### src/rtl/alu_step_controller_pkg.sv
// Shared phase encoding, flag layout and field widths for the ALU step controller.
package alu_step_controller_pkg;

  localparam int OP_W   = 4;
  localparam int FLAG_W = 4;

  localparam int FLAG_ZERO  = 0;
  localparam int FLAG_NEG   = 1;
  localparam int FLAG_CARRY = 2;
  localparam int FLAG_OVF   = 3;

  typedef enum logic [4:0] {
    PH_A     = 5'b00001,
    PH_B     = 5'b00010,
    PH_OP    = 5'b00100,
    PH_RES   = 5'b01000,
    PH_FLAGS = 5'b10000
  } phase_t;

endpackage

### src/rtl/alu_step_controller_button_debouncer.sv
// Pushbutton conditioner: 2-FF synchronizer, hold-time debounce counter and a
// single-cycle pulse on each accepted press. Reusable for any board button.
module button_debouncer #(
  parameter int DebounceCycles = 1000000
) (
  input  logic clk,
  input  logic rst,
  input  logic btn,
  output logic rise
);

  localparam int CntW = $clog2(DebounceCycles);
  localparam logic [CntW-1:0] CNT_LAST = CntW'(DebounceCycles - 1);

  logic            sync_p0;
  logic            sync_p1;
  logic            stable;
  logic            stable_prev;
  logic [CntW-1:0] count;

  always_ff @(posedge clk or posedge rst) begin
    if (rst) begin
      sync_p0     <= 1'b0;
      sync_p1     <= 1'b0;
      stable      <= 1'b0;
      stable_prev <= 1'b0;
      count       <= '0;
    end else begin
      sync_p0     <= btn;
      sync_p1     <= sync_p0;
      stable_prev <= stable;
      // Any sample agreeing with the accepted level restarts the hold window.
      if (sync_p1 != stable) begin
        if (count == CNT_LAST) begin
          stable <= sync_p1;
          count  <= '0;
        end else begin
          count <= count + CntW'(1);
        end
      end else begin
        count <= '0;
      end
    end
  end

  // Both terms are registered, so the pulse is glitch-free.
  assign rise = stable & ~stable_prev;

endmodule

### src/rtl/alu_step_controller.sv
// Button-paced operator sequencer for the ALU demo: edits operands/opcode,
// captures the ALU result and flags once per operation, selects the display value.
module alu_step_controller
  import alu_step_controller_pkg::*;
#(
  parameter int Width          = 32,
  parameter int DebounceCycles = 1000000
) (
  input  logic              clk,
  input  logic              rst,
  input  logic              step_btn,
  input  logic [Width-1:0]  inputsw,
  input  logic [Width-1:0]  alu_result,
  input  logic [FLAG_W-1:0] alu_flags,
  output logic [Width-1:0]  a,
  output logic [Width-1:0]  b,
  output logic [OP_W-1:0]   op,
  output logic              res_valid,
  output logic [Width-1:0]  display,
  output logic [4:0]        state
);

  logic              step;
  logic [4:0]        state_r;
  logic [Width-1:0]  res_reg;
  logic [FLAG_W-1:0] flags_reg;

  button_debouncer #(
    .DebounceCycles(DebounceCycles)
  ) u_debouncer (
    .clk  (clk),
    .rst  (rst),
    .btn  (step_btn),
    .rise (step)
  );

  always_ff @(posedge clk or posedge rst) begin
    if (rst) begin
      state_r   <= PH_A;
      a         <= '0;
      b         <= '0;
      op        <= '0;
      res_reg   <= '0;
      flags_reg <= '0;
      res_valid <= 1'b0;
    end else begin
      case (state_r)
        PH_A: begin
          a         <= inputsw;
          res_valid <= 1'b0;
          if (step) state_r <= PH_B;
        end
        PH_B: begin
          b <= inputsw;
          if (step) state_r <= PH_OP;
        end
        PH_OP: begin
          op <= inputsw[OP_W-1:0];
          if (step) state_r <= PH_RES;
        end
        PH_RES: begin
          // Operands are registered, so the ALU has settled by the first RES edge.
          if (!res_valid) begin
            res_reg   <= alu_result;
            flags_reg <= alu_flags;
            res_valid <= 1'b1;
          end
          if (step) state_r <= PH_FLAGS;
        end
        PH_FLAGS: begin
          if (step) begin
            state_r   <= PH_A;
            res_valid <= 1'b0;
          end
        end
        default: state_r <= PH_A;
      endcase
    end
  end

  always_comb begin
    display = '0;
    case (state_r)
      PH_A:     display = a;
      PH_B:     display = b;
      PH_OP:    display = Width'(op);
      PH_RES:   if (res_valid) display = res_reg;
      PH_FLAGS: display = Width'(flags_reg);
      default:  display = '0;
    endcase
  end

  assign state = state_r;

endmodule

### config.mk
export PLATFORM = sky130hd
export DESIGN_NAME = alu_step_controller
export DESIGN_NICKNAME = d
export VERILOG_FILES = /design/src/rtl/alu_step_controller_pkg.sv /design/src/rtl/alu_step_controller_button_debouncer.sv /design/src/rtl/alu_step_controller.sv
export SDC_FILE = /design/constraint.sdc
export NUM_CORES = 1
export LEC_CHECK = 0
export ABC_AREA = 0
export BUFFER_PORTS_ARGS = -buffer_cell sky130_fd_sc_hd__buf_2
export CAP_MARGIN = 20
export CORE_UTILIZATION = 54
export CTS_BUF_LIST = sky130_fd_sc_hd__clkbuf_4
export DETAILED_ROUTE_END_ITERATION = 16
export PLACE_DENSITY = 0.88
export SYNTH_ARGS = -nofsm -noshare
export SYNTH_HDL_FRONTEND = slang
export SYNTH_HIERARCHICAL = 1
export SYNTH_SLANG_ARGS = --single-unit
### constraint.sdc
create_clock -name clk -period 3.65 [get_ports clk]
set_input_delay 0.365 -clock clk [delete_from_list [all_inputs] [get_ports clk]]
set_output_delay 0.365 -clock clk [all_outputs]
set_load 0.03 [all_outputs]
; ---- Yosys cells after proc, flatten, opt, wreduce, memory -nomap -nowiden
; Index checks and enable logic that the tools add are counted.
[classes]
bitwise = 3
muxes = 12
addsub = 1
n_eq_ne = 12
reduce_logical = 5
[op_table]
columns = operator, count
row1 = case mux 32 bit (5 select lines), 1
row2 = two-way mux 20 bit, 2
row3 = two-way mux 32 bit, 1
row4 = two-way mux 5 bit, 5
row5 = case mux 5 bit (5 select lines), 1
row6 = adder 20 x 1 -> 20 bit (second input constant), 1
row7 = == test 20 bit (second input constant), 1
row8 = != test 2 bit (second input constant), 5
row9 = AND reduction 2 bit, 3
row10 = == test 5 x 1 -> 1 bit (second input constant), 1
row11 = == test 5 x 2 -> 1 bit (second input constant), 1
row12 = == test 5 x 3 -> 1 bit (second input constant), 1
row13 = == test 5 x 4 -> 1 bit (second input constant), 1
row14 = == test 5 bit (second input constant), 1
row15 = AND reduction 5 bit, 1
row16 = case mux 1 bit (3 select lines), 1
row17 = nonzero test 3 bit, 1
row18 = inverter 1 bit, 2
row19 = AND 1 bit, 1
row20 = two-way mux 1 bit, 1
row21 = != test 1 bit, 1
[totals]
ff_bits = 134
out_inout_bits = 106

; ---- Logic depth before layout (Yosys ltp)
[depth]
word_depth = 4
depth_mapped = 7

; ---- Modules after synthesis
; The synthesis kept the hierarchy.
[by_module_without_submodules]
columns = module, instances, area_per_inst_um2, cells_each, seq_area_each_um2
row1 = alu_step_controller, 1, 5127.4, 389, 2753.9
row2 = button_debouncer, 1, 1143.6, 113, 600.6

; ---- Worst setup path before layout
; Ideal clock, no wire load.
[synth_timing]
kind = reg-to-output
startpoint = register state_r[3] (netlist: state[3])
endpoint = output port display[17]
arrival_time_ns = 2.037
required_time_ns = 3.285
path_buffers = 4
path_slack_ns = 1.248
path_stages_with_launch = 8
cell_sequence = dfrtp_1 -> buf_6 -> or3_1 -> buf_2 -> nor3_1 -> buf_2 -> buf_2 -> a221o_1
[synth_via]
elab_chain_cells = 2
elab_cells_between_ends = 6
[synth_lines]
columns = item, line
row1 = from (decl), alu_step_controller.sv:24  ; logic [4:0] state_r;
row2 = from (signal assigned), alu_step_controller.sv:39  ; state_r <= PH_A;
row3 = from (signal assigned), alu_step_controller.sv:51  ; if (step) state_r <= PH_B;
row4 = from (signal assigned), alu_step_controller.sv:55  ; if (step) state_r <= PH_OP;
row5 = == test 5 bit (tied with other cells), alu_step_controller.sv:83  ; case (state_r)
row6 = case mux 32 bit (5 select lines) *, alu_step_controller.sv:83
row7 = to (decl), alu_step_controller.sv:19  ; output logic [Width-1:0] display,
; Every way passes the cells marked *; elsewhere a longest branch is shown, timed or not.

; ---- Worst setup path after layout
[layout_timing]
startpoint = register state_r[1] (netlist: state[1])
endpoint = output port display[0]
; Same word-level chain as after synthesis.

==> reports/metrics.cfg <==
[worst_setup_path]
cp_cell_sequence = nor3_1 > and3_1 > buf_12 > a2111o_1 > buf_2
r2r-start = state[2]$_DFFE_PP0P_
max_stage_delay_ns = 0.69
endpoint = display[0]
crit_cells = 5
arrival_ns = 2.93
cp_max_fo = 20
crit_start = state[1]$_DFFE_PP0P_
crit_path_top_delay_cell = and3_1
cp.required_ns = 3.28
r2r_slack_ns = 0.87
rr_worst_depth = 3
cp_top_family = simple AND/OR/NAND/NOR gates
setup.worst_path.end_class = output port
rr_endpoint = b[19]$_DFFE_PP0N_
cp_num_buf_inv = 2
start_kind = flop
worst-setup-path-type = flop to output port

[floorplanning]
die_area_sq_um = 12050
io_pins = 177
rows = 38
dieWidth_microns = 109.8
start_util_pct = 56.61
core_area_sq_um = 11080
die_h_microns = 109.8

[global_routing]
grt_pass1_vias = 4676
grt_usage_pct = 26.03
antenna_found_initial = 0
grt_pass1_wl_microns = 23360
gr-total-overflow = 0
grt_max_degree = 93

[sta]
max-slew-margin-rel_pct = 27.23
layout_setup_ws_ns = 0.3535
finalHoldViolations = 0
fin_crit_sh_pct = 90.32
worst_pin_slew_ns = 1.091
max_freq_ghz = 0.3033
rsz0062_at_grt = false
slew_viol_final = 0
tns_ns = 0
skew_ns = 0.03091
setup_violations = 0
layout_min_cycle_time_ns = 3.297

[cells_and_area]
final_cell_mix = buf_2 (176), dfrtp_1 (133), mux2_2 (77)
num-fill-cells = 779
multiInputGateArea_sq_um = 2597
mostFrequentLayoutCell = buf_2
fin_area_sq_um = 7620
regArea_sq_um = 3354
areaGrowthSynthToFinish_pct = 21.51
final_util_pct = 68.78
fin_nets = 748
layout.cells.non_filler = 829
drive_gt1_share_pct = 48.19
n_antenna_cell = 0

[synthesis]
yosys_warnings = 6
yosys_register_bits = 134
syn_nets = 574
postSynthAreaPerCell_sq_um = 12.49
synthesis.area_sq_um = 6271
netlist_top_cells_area = dfrtp_1 (53%), mux2_2 (14%), mux2_4 (6.7%)
yosysTopAreaCell = dfrtp_1
yosysTopAreaCellShare_pct = 53.07
synthDistinctLibCells = 41
synth_cells = 502
seq_area_frac_synth_pct = 53.49

[place]
place_ws_ns = 0.9058
placed_cell_area_sq_um = 7233
port_buffers = 176
dp_hpwl_microns = 10960
placedCellCount = 793
place_congestion = 0.8453

[worst_hold_path]
hold_class = primary input to flop

[drt]
routedWlPerCell_microns = 18.56
drt_iter0_drc = 326
firstDrtPassIters = 4
via_count = 4710
drtAntennaViolNets = 0
viasPerCell = 5.682
wirelength_microns = 15390
drc = 0

[clocking]
clk_pin_slew_ns = 0.14
cts_hold_buf = 1
tritoncts = built
post-cts-setup-buffers = 0
cts_buffers = 17
cts_root_buf = clkbuf_4
clk_path_buf_depth = 2
insertion_delay_ns = 0.53
cts.sinks = 134
cts_repair_resize_count = 0
htree_levels = 4

[power]
leakagePower_nw = 3.845
vdd_drop_max_v = 0.0002329
powerDensity_nw_per_um2 = 397.4

[status]
status = complete, no violations

[run]
max_cap_violations = 0

-- through the flow --
stage | power, W | hold slack [ns]
after floorplan | 0.001804 | 0.3312
after global placement | 0.001925 | 0.3370
after detailed placement | 0.001936 | 0.3418
after CTS | 0.003045 | 0.008935
after global routing | 0.003155 | 0.007376
final | 0.003028 | 0.06069
-- logic make-up after synthesis --
| logic type | count (synthesis) | synth area share (%) |
|---|---|---|
| flip-flops | 134 | 53.49 |
| AO/OA/AOI/OAI | 50 | 7.223 |
| buffers and inverters | 72 | 5.267 |
| multiplexers | 107 | 20.85 |
| XOR/XNOR | 16 | 2.235 |
| AND/OR/NAND/NOR | 122 | 10.73 |
| adder cells (fa/ha/maj) | 1 | 0.1995 |
-- cell type report --
| cell class | count | area share (%) |
|---|---|---|
| Multi-Input combinational cell | 296 | 34.09 |
| Clock buffer | 17 | 1.675 |
| Inverter | 38 | 1.905 |
| Sequential cell | 134 | 44.02 |
| Timing Repair Buffer | 189 | 13.37 |
| Clock inverter | 15 | 2.644 |
| Tap cell | 140 | 2.299 |
-- worst reg2reg max path, cell delays in order, from the launching register on --
cell and delay [ns]:
dfrtp_1 0.47, or3_1 0.70, or3_2 0.98, mux2_4 0.52
-- layer usage --
layer / track usage [%] / wire (microns) / up-vias
met1: 31.22 / 6416 / 2359
met2: 45.73 / 7917 / 170
met4: 10.00 / 201 / 0
li1: - / - / 2162
met3: 5.691 / 854 / 19
met5: 0 / 0 / -
-- cell usage after synthesis (all sizes together) --
library cell	number
a2111o	4
and3b	1
nand4b	1
o311ai	2
nand2b	1
or4b	1
dfrtp	133
o21ai	4
nand4	5
dfstp	1
ha	1
a221o	28
xnor2	13
and3	10
o221a	1
nor3	34
nor3b	3
buf	18
o211a	1
nand3b	9
mux2	105
or2	2
clkbuf	16
nand3	7
inv	38
or4	3
nand2	4
nor2	24
nor4	7
a31o	1
a22o	1
nor2b	5
or3	5
mux2i	2
a21oi	8
xor2	3
-- worst min-delay path by stage --
stage                                  start                       endpoint  slack, ns  cells past startpoint
2_1_floorplan  u_debouncer/sync_p0$_DFF_PP0_  u_debouncer/sync_p1$_DFF_PP0_       0.33                      0
3_3_place_gp   u_debouncer/sync_p0$_DFF_PP0_  u_debouncer/sync_p1$_DFF_PP0_       0.34                      0
3_5_place_dp   u_debouncer/sync_p0$_DFF_PP0_  u_debouncer/sync_p1$_DFF_PP0_       0.34                      0
4_1_cts                       alu_result[16]        res_reg[16]$_DFFE_PP0P_      0.009                      2
5_1_grt                       alu_result[12]        res_reg[12]$_DFFE_PP0P_      0.007                      2
6_report                      alu_result[12]        res_reg[12]$_DFFE_PP0P_       0.06                      2
-- power by group --
group | switching, W | internal, W | total (W)
Sequential | 0.0000392 | 0.00153 | 0.00156
Combinational | 0.000217 | 0.000132 | 0.000349
Clock | 0.000565 | 0.000549 | 0.00111
Total | 0.000821 | 0.00221 | 0.00303
(Power assumes the default switching activity.)
